File: src/rtl/gb_timer.sv
`default_nettype none
// ============================================================================
// Module   : gb_timer
// Brief    : DMG timer block (DIV/TIMA/TMA/TAC) with the free-running system
//            counter, falling-edge tick detect and delayed TMA reload + IRQ.
// Revision : 1.0
// ============================================================================
module gb_timer #(
    parameter logic [15:0] BASE_ADDR = 16'hFF04,
    parameter int          OVF_DELAY = 4
) (
    input  logic        clk,
    input  logic        reset,
    input  logic [15:0] addr_i,
    input  logic [7:0]  data_i,
    input  logic        wr_en_i,
    output logic [7:0]  data_o,
    output logic        hit_o,
    output logic        irq_timer_o,
    output logic [15:0] sys_cnt_o
);

    localparam logic [1:0] ST_IDLE   = 2'd0;
    localparam logic [1:0] ST_DELAY  = 2'd1;
    localparam logic [1:0] ST_RELOAD = 2'd2;

    localparam int               CNT_W    = (OVF_DELAY > 1) ? $clog2(OVF_DELAY) : 1;
    localparam logic [CNT_W-1:0] CNT_LAST = CNT_W'(OVF_DELAY - 1);
    localparam logic [CNT_W-1:0] CNT_ONE  = CNT_W'(1);

    logic [15:0]      r_sys_cnt;
    logic [7:0]       r_tima;
    logic [7:0]       r_tma;
    logic [2:0]       r_tac;
    logic             r_prev_in;
    logic             r_irq;
    logic [1:0]       r_state;
    logic [CNT_W-1:0] r_cnt;

    logic [15:0] w_offset;
    logic        w_hit;
    logic        w_wr;
    logic        w_wr_div;
    logic        w_wr_tima;
    logic        w_wr_tma;
    logic        w_wr_tac;
    logic [7:0]  w_tma_next;
    logic        w_sel_bit;
    logic        w_in;
    logic        w_tick;
    logic        w_tima_ovf;
    logic [7:0]  w_tima_inc;

    assign w_offset   = addr_i - BASE_ADDR;
    assign w_hit      = (w_offset[15:2] == 14'd0);
    assign w_wr       = wr_en_i & w_hit;
    assign w_wr_div   = w_wr & (w_offset[1:0] == 2'd0);
    assign w_wr_tima  = w_wr & (w_offset[1:0] == 2'd1);
    assign w_wr_tma   = w_wr & (w_offset[1:0] == 2'd2);
    assign w_wr_tac   = w_wr & (w_offset[1:0] == 2'd3);
    assign w_tma_next = w_wr_tma ? data_i : r_tma;

    always_comb begin
        w_sel_bit = r_sys_cnt[9];
        case (r_tac[1:0])
            2'd1:    w_sel_bit = r_sys_cnt[3];
            2'd2:    w_sel_bit = r_sys_cnt[5];
            2'd3:    w_sel_bit = r_sys_cnt[7];
            default: w_sel_bit = r_sys_cnt[9];
        endcase
    end

    // Gating by the enable before edge-detect lets DIV/TAC writes produce a tick
    assign w_in       = r_tac[2] & w_sel_bit;
    assign w_tick     = r_prev_in & ~w_in;
    assign w_tima_ovf = (r_tima == 8'hFF);
    assign w_tima_inc = r_tima + 8'd1;

    always_ff @(posedge clk) begin
        if (reset) begin
            r_sys_cnt <= 16'd0;
            r_tma     <= 8'd0;
            r_tac     <= 3'd0;
            r_prev_in <= 1'b0;
        end else begin
            r_sys_cnt <= w_wr_div ? 16'd0 : r_sys_cnt + 16'd1;
            r_tma     <= w_tma_next;
            r_prev_in <= w_in;
            if (w_wr_tac) begin
                r_tac <= data_i[2:0];
            end
        end
    end

    always_ff @(posedge clk) begin
        if (reset) begin
            r_tima  <= 8'd0;
            r_irq   <= 1'b0;
            r_state <= ST_IDLE;
            r_cnt   <= '0;
        end else begin
            r_irq <= 1'b0;
            case (r_state)
                ST_IDLE: begin
                    if (w_wr_tima) begin
                        r_tima <= data_i;
                    end else if (w_tick) begin
                        if (w_tima_ovf) begin
                            r_tima  <= 8'd0;
                            r_state <= ST_DELAY;
                            r_cnt   <= '0;
                        end else begin
                            r_tima <= w_tima_inc;
                        end
                    end
                end
                ST_DELAY: begin
                    if (w_wr_tima) begin
                        r_tima  <= data_i;
                        r_state <= ST_IDLE;
                    end else if (r_cnt == CNT_LAST) begin
                        r_tima  <= w_tma_next;
                        r_irq   <= 1'b1;
                        r_state <= ST_RELOAD;
                        r_cnt   <= '0;
                    end else begin
                        r_cnt <= r_cnt + CNT_ONE;
                        if (w_tick) begin
                            r_tima <= w_tima_inc;
                        end
                    end
                end
                ST_RELOAD: begin
                    r_cnt <= r_cnt + CNT_ONE;
                    if (r_cnt == CNT_LAST) begin
                        r_state <= ST_IDLE;
                    end
                    // TIMA writes are dropped here; a TMA write lands in both
                    if (w_wr_tma) begin
                        r_tima <= data_i;
                    end else if (w_tick) begin
                        if (w_tima_ovf) begin
                            r_tima  <= 8'd0;
                            r_state <= ST_DELAY;
                            r_cnt   <= '0;
                        end else begin
                            r_tima <= w_tima_inc;
                        end
                    end
                end
                default: begin
                    r_state <= ST_IDLE;
                end
            endcase
        end
    end

    always_comb begin
        data_o = 8'hFF;
        if (w_hit) begin
            case (w_offset[1:0])
                2'd0:    data_o = r_sys_cnt[15:8];
                2'd1:    data_o = r_tima;
                2'd2:    data_o = r_tma;
                default: data_o = {5'b11111, r_tac};
            endcase
        end
    end

    assign hit_o       = w_hit;
    assign irq_timer_o = r_irq;
    assign sys_cnt_o   = r_sys_cnt;

endmodule
`default_nettype wire

File: config.mk
export PLATFORM = sky130hd
export DESIGN_NAME = gb_timer
export DESIGN_NICKNAME = d
export VERILOG_FILES = /design/src/rtl/gb_timer.sv
export SDC_FILE = /design/constraint.sdc
export NUM_CORES = 1
export LEC_CHECK = 0
export CAP_MARGIN = 20
export CORE_ASPECT_RATIO = 1.75
export CORE_MARGIN = 3
export CORE_UTILIZATION = 35
export DETAILED_ROUTE_END_ITERATION = 6
export PLACE_DENSITY = 0.59
export SLEW_MARGIN = 25
export SYNTH_ARGS = -nofsm -noshare
export SYNTH_HDL_FRONTEND = slang
export SYNTH_SLANG_ARGS = --single-unit
File: constraint.sdc
create_clock -name clk -period 3.02 [get_ports clk]
set_clock_uncertainty 0.05 [all_clocks]
set_input_delay 0.302 -clock clk [delete_from_list [all_inputs] [get_ports clk]]
set_output_delay 0.302 -clock clk [all_outputs]
set_load 0.01 [all_outputs]
==> results.txt <==
vias per inst - 5.701
net count after synthesis - 419
root buffer cell - clkbuf_16
synthesized area - 0.002984 mm^2
Overall Power - 0.001291 W
CP Data Arrival Time - 2.88 ns
Post-synth EDFFs - 0
power density relative to cell area - 325.6 mW/mm^2
post-detailed-route DRC marker count - 0
width of the die - 75.80 um
type of destination of the critical path - flip-flop
summed negative setup slack over all endpoints - 0 ns
FP Rows - 44
via count of the first global-routing pass - 3242
initial detailed-routing violation count - 210
CTS tree - yes
max-capacitance violation count - 0
Final Non-Filler Cells - 566
unrepaired setup endpoints after global routing - false
number of buffers inserted to repair setup after CTS - 0
H-Tree Level Count - 2
count of distinct cell types in the synthesized netlist - 64
Max stage delay on crit path - 0.54 ns
Syn Inst Count - 384
cell breakdown of the critical path - clkdlybuf4s50_1 -> or4b_1 -> or4_4 -> buf_4 -> o211a_1 -> nor3_1 -> buf_4 -> o21ai_0 -> o211a_1
Wirelength per Cell - 18.13 um
first-pass GRT wire length - 16670 um
endpoints failing hold - 0
die outline area - 0.009714 mm^2
grt ovf - 0
Worst-Skew Late Latency - 0.29 ns
peak clock frequency supported by timing - 364.5 MHz
cell at the slowest stage of the critical path - or4_4
Vias - 3227
final count of negative-setup-slack endpoints - 0
Pins Over Slew Limit - 0
area of all placed cells without fillers - 0.003966 mm^2
effective utilization at floorplan - 0.3590
worst endpoint required time - 3.16 ns
count of nets after finishing - 485
result of the run - finished, final reports clean
number of antenna violations at the first check in global routing - 0
synthesis warning total - 0
total CTS buffers - 5
category of the worst setup path launch point - primary input
antenna-violating nets left - 0
final critical delay including setup and external delays - 2.743 ns
ys flop type - dfxtp_1
remaining max-slew budget at the tightest pin - 0.6348
Pleak - 1.491 nW
crit share post-route - 0.9083
maximum number of buffers from clock root to sink - 2
total routed wirelength - 10260 um
quantity of I/O buffers inserted on ports - 52
first drt pass iteration count - 4
share of post-route cells with drive strength above 1 - 0.1286
flop and latch count out of synthesis - 41
worst voltage drop across the vdd grid - 0.3174 mV
type of the worst setup path - primary input to flip-flop
r2r worst-path depth - 6
core area - 0.008313 mm^2
die outline height - 128.2 um
placer congestion estimate - 0.9042
Detail Placement HPWL - 8130 um
number of diodes - 0
transition time at the pin with the least slew margin - 0.5476 ns
quantity of gates resized following cts - 0
CTS hold repair buffers - 0
Worst Hold Path Cells - 2
fill count - 858
Max FO, Critical Path - 12
mean instance size in the synthesized netlist - 7.771 um^2
global-route total usage across every layer - 0.2270
placed cell count - 558
clock transition time at the flip-flop clock pins of the worst setup and hold paths - 0.07 ns
kind of path behind the tightest hold check - flip-flop to flip-flop
clock sink count - 41
pin count of the biggest net entering global routing - 20
number of placed I/O pins - 53
share of synthesized registers carrying an async set or reset - 0
post-placement cell area - 0.003797 mm^2
Synth-to-Final Area Change - 32.91%
sequential element share of the synthesized area - 0.2751
critical path, delay by kind of cell:
kind,cells,cell delay [ns]
buf+inv,3,0.81
simple gates,3,1.29
compound gates,3,0.48
synth_stat cells (6+ instances only):
master / count / area [um^2]
o31ai_1: 6 / 45.04
dfxtp_1: 41 / 820.8
mux2_2: 7 / 78.83
o211ai_1: 8 / 60.06
o21ai_0: 21 / 105.1
and3_1: 6 / 37.54
ha_1: 8 / 100.1
a21oi_1: 24 / 120.1
or3_1: 9 / 56.30
nand3_1: 24 / 120.1
mux2i_1: 9 / 90.09
nor2_1: 34 / 127.6
o22ai_1: 7 / 43.79
xnor2_1: 6 / 52.55
o21a_1: 7 / 52.55
clkbuf_1: 19 / 71.32
xor2_1: 11 / 96.34
inv_1: 9 / 33.78
nand2_1: 38 / 142.6
nor3_1: 8 / 40.04
per-layer routing:
layer  share of wire  GRT usage  vias up
met4           0.055     0.1277        0
met3           0.040    0.03297       37
li1                -          -     1556
met5               0          0        -
met1            0.36     0.2390     1539
met2            0.54     0.4076       95
power breakdown:
part	switching (W)	leakage [nW]	internal, W
Combinational	0.0000531	1.08	0.0000561
Sequential	0.00000480	0.331	0.000544
Clock	0.000242	0.0842	0.000392
final timing paths:
path / startpoint / endpoint / slack [ns]
min: r_tma[5] / r_tma[5] / 0.42
max reg2reg: r_tac[1] / r_tima[7] / 0.33
min reg2reg: r_tma[5] / r_tma[5] / 0.42
max: addr_i[3] / r_tima[7] / 0.28
placed cells by master, fill, tap and decap left out, types with 7 or more instances in the layout:
cell,n
nand2_1,38
buf_4,32
mux2i_1,9
mux2_2,7
xor2_1,11
or3_1,9
a21oi_1,24
nor2_1,34
ha_1,8
inv_1,9
o22ai_1,7
o21a_1,7
o21ai_0,21
o211ai_1,8
nor3_1,8
dfxtp_1,41
nand3_1,24
clkdlybuf4s50_1,52
through the flow:
step	setup WS, ns	hold WS [ns]	util
final	0.2769	0.4235	0.4771
after floorplan	0.5226	0.3915	-
after CTS	0.2852	0.4270	0.4771
after global placement	-0.01350	0.4124	0.4568
after global routing	0.1055	0.4521	0.4771
after detailed placement	-0.01306	0.4152	0.4568
state kept, by name, summed over array words and instances, names as in the netlist:
name	cells
irq_timer_o	1
r_cnt	2
r_prev_in	1
r_state	2
r_tac	3
r_tima	8
r_tma	8
sys_cnt_o	16
cell type report:
type	count	area, um^2	share of cell area
Tap cell	115	143.9	0.03628
Clock inverter	3	43.79	0.01104
Timing Repair Buffer	85	780.7	0.1968
Multi-Input combinational cell	307	2014	0.5079
Clock buffer	5	125.1	0.03155
Sequential cell	41	820.8	0.2069
Inverter	10	37.54	0.009464
cells by family after synthesis:
logic type	after synthesis	share of synthesized area
simple gates	153	0.2604
fa+ha+maj	8	0.03354
flops	41	0.2751
xor+xnor	17	0.04989
mux	19	0.07925
buf+inv	36	0.04989
compound gates	110	0.2520
Note: power is estimated with default switching activity, not from simulation.
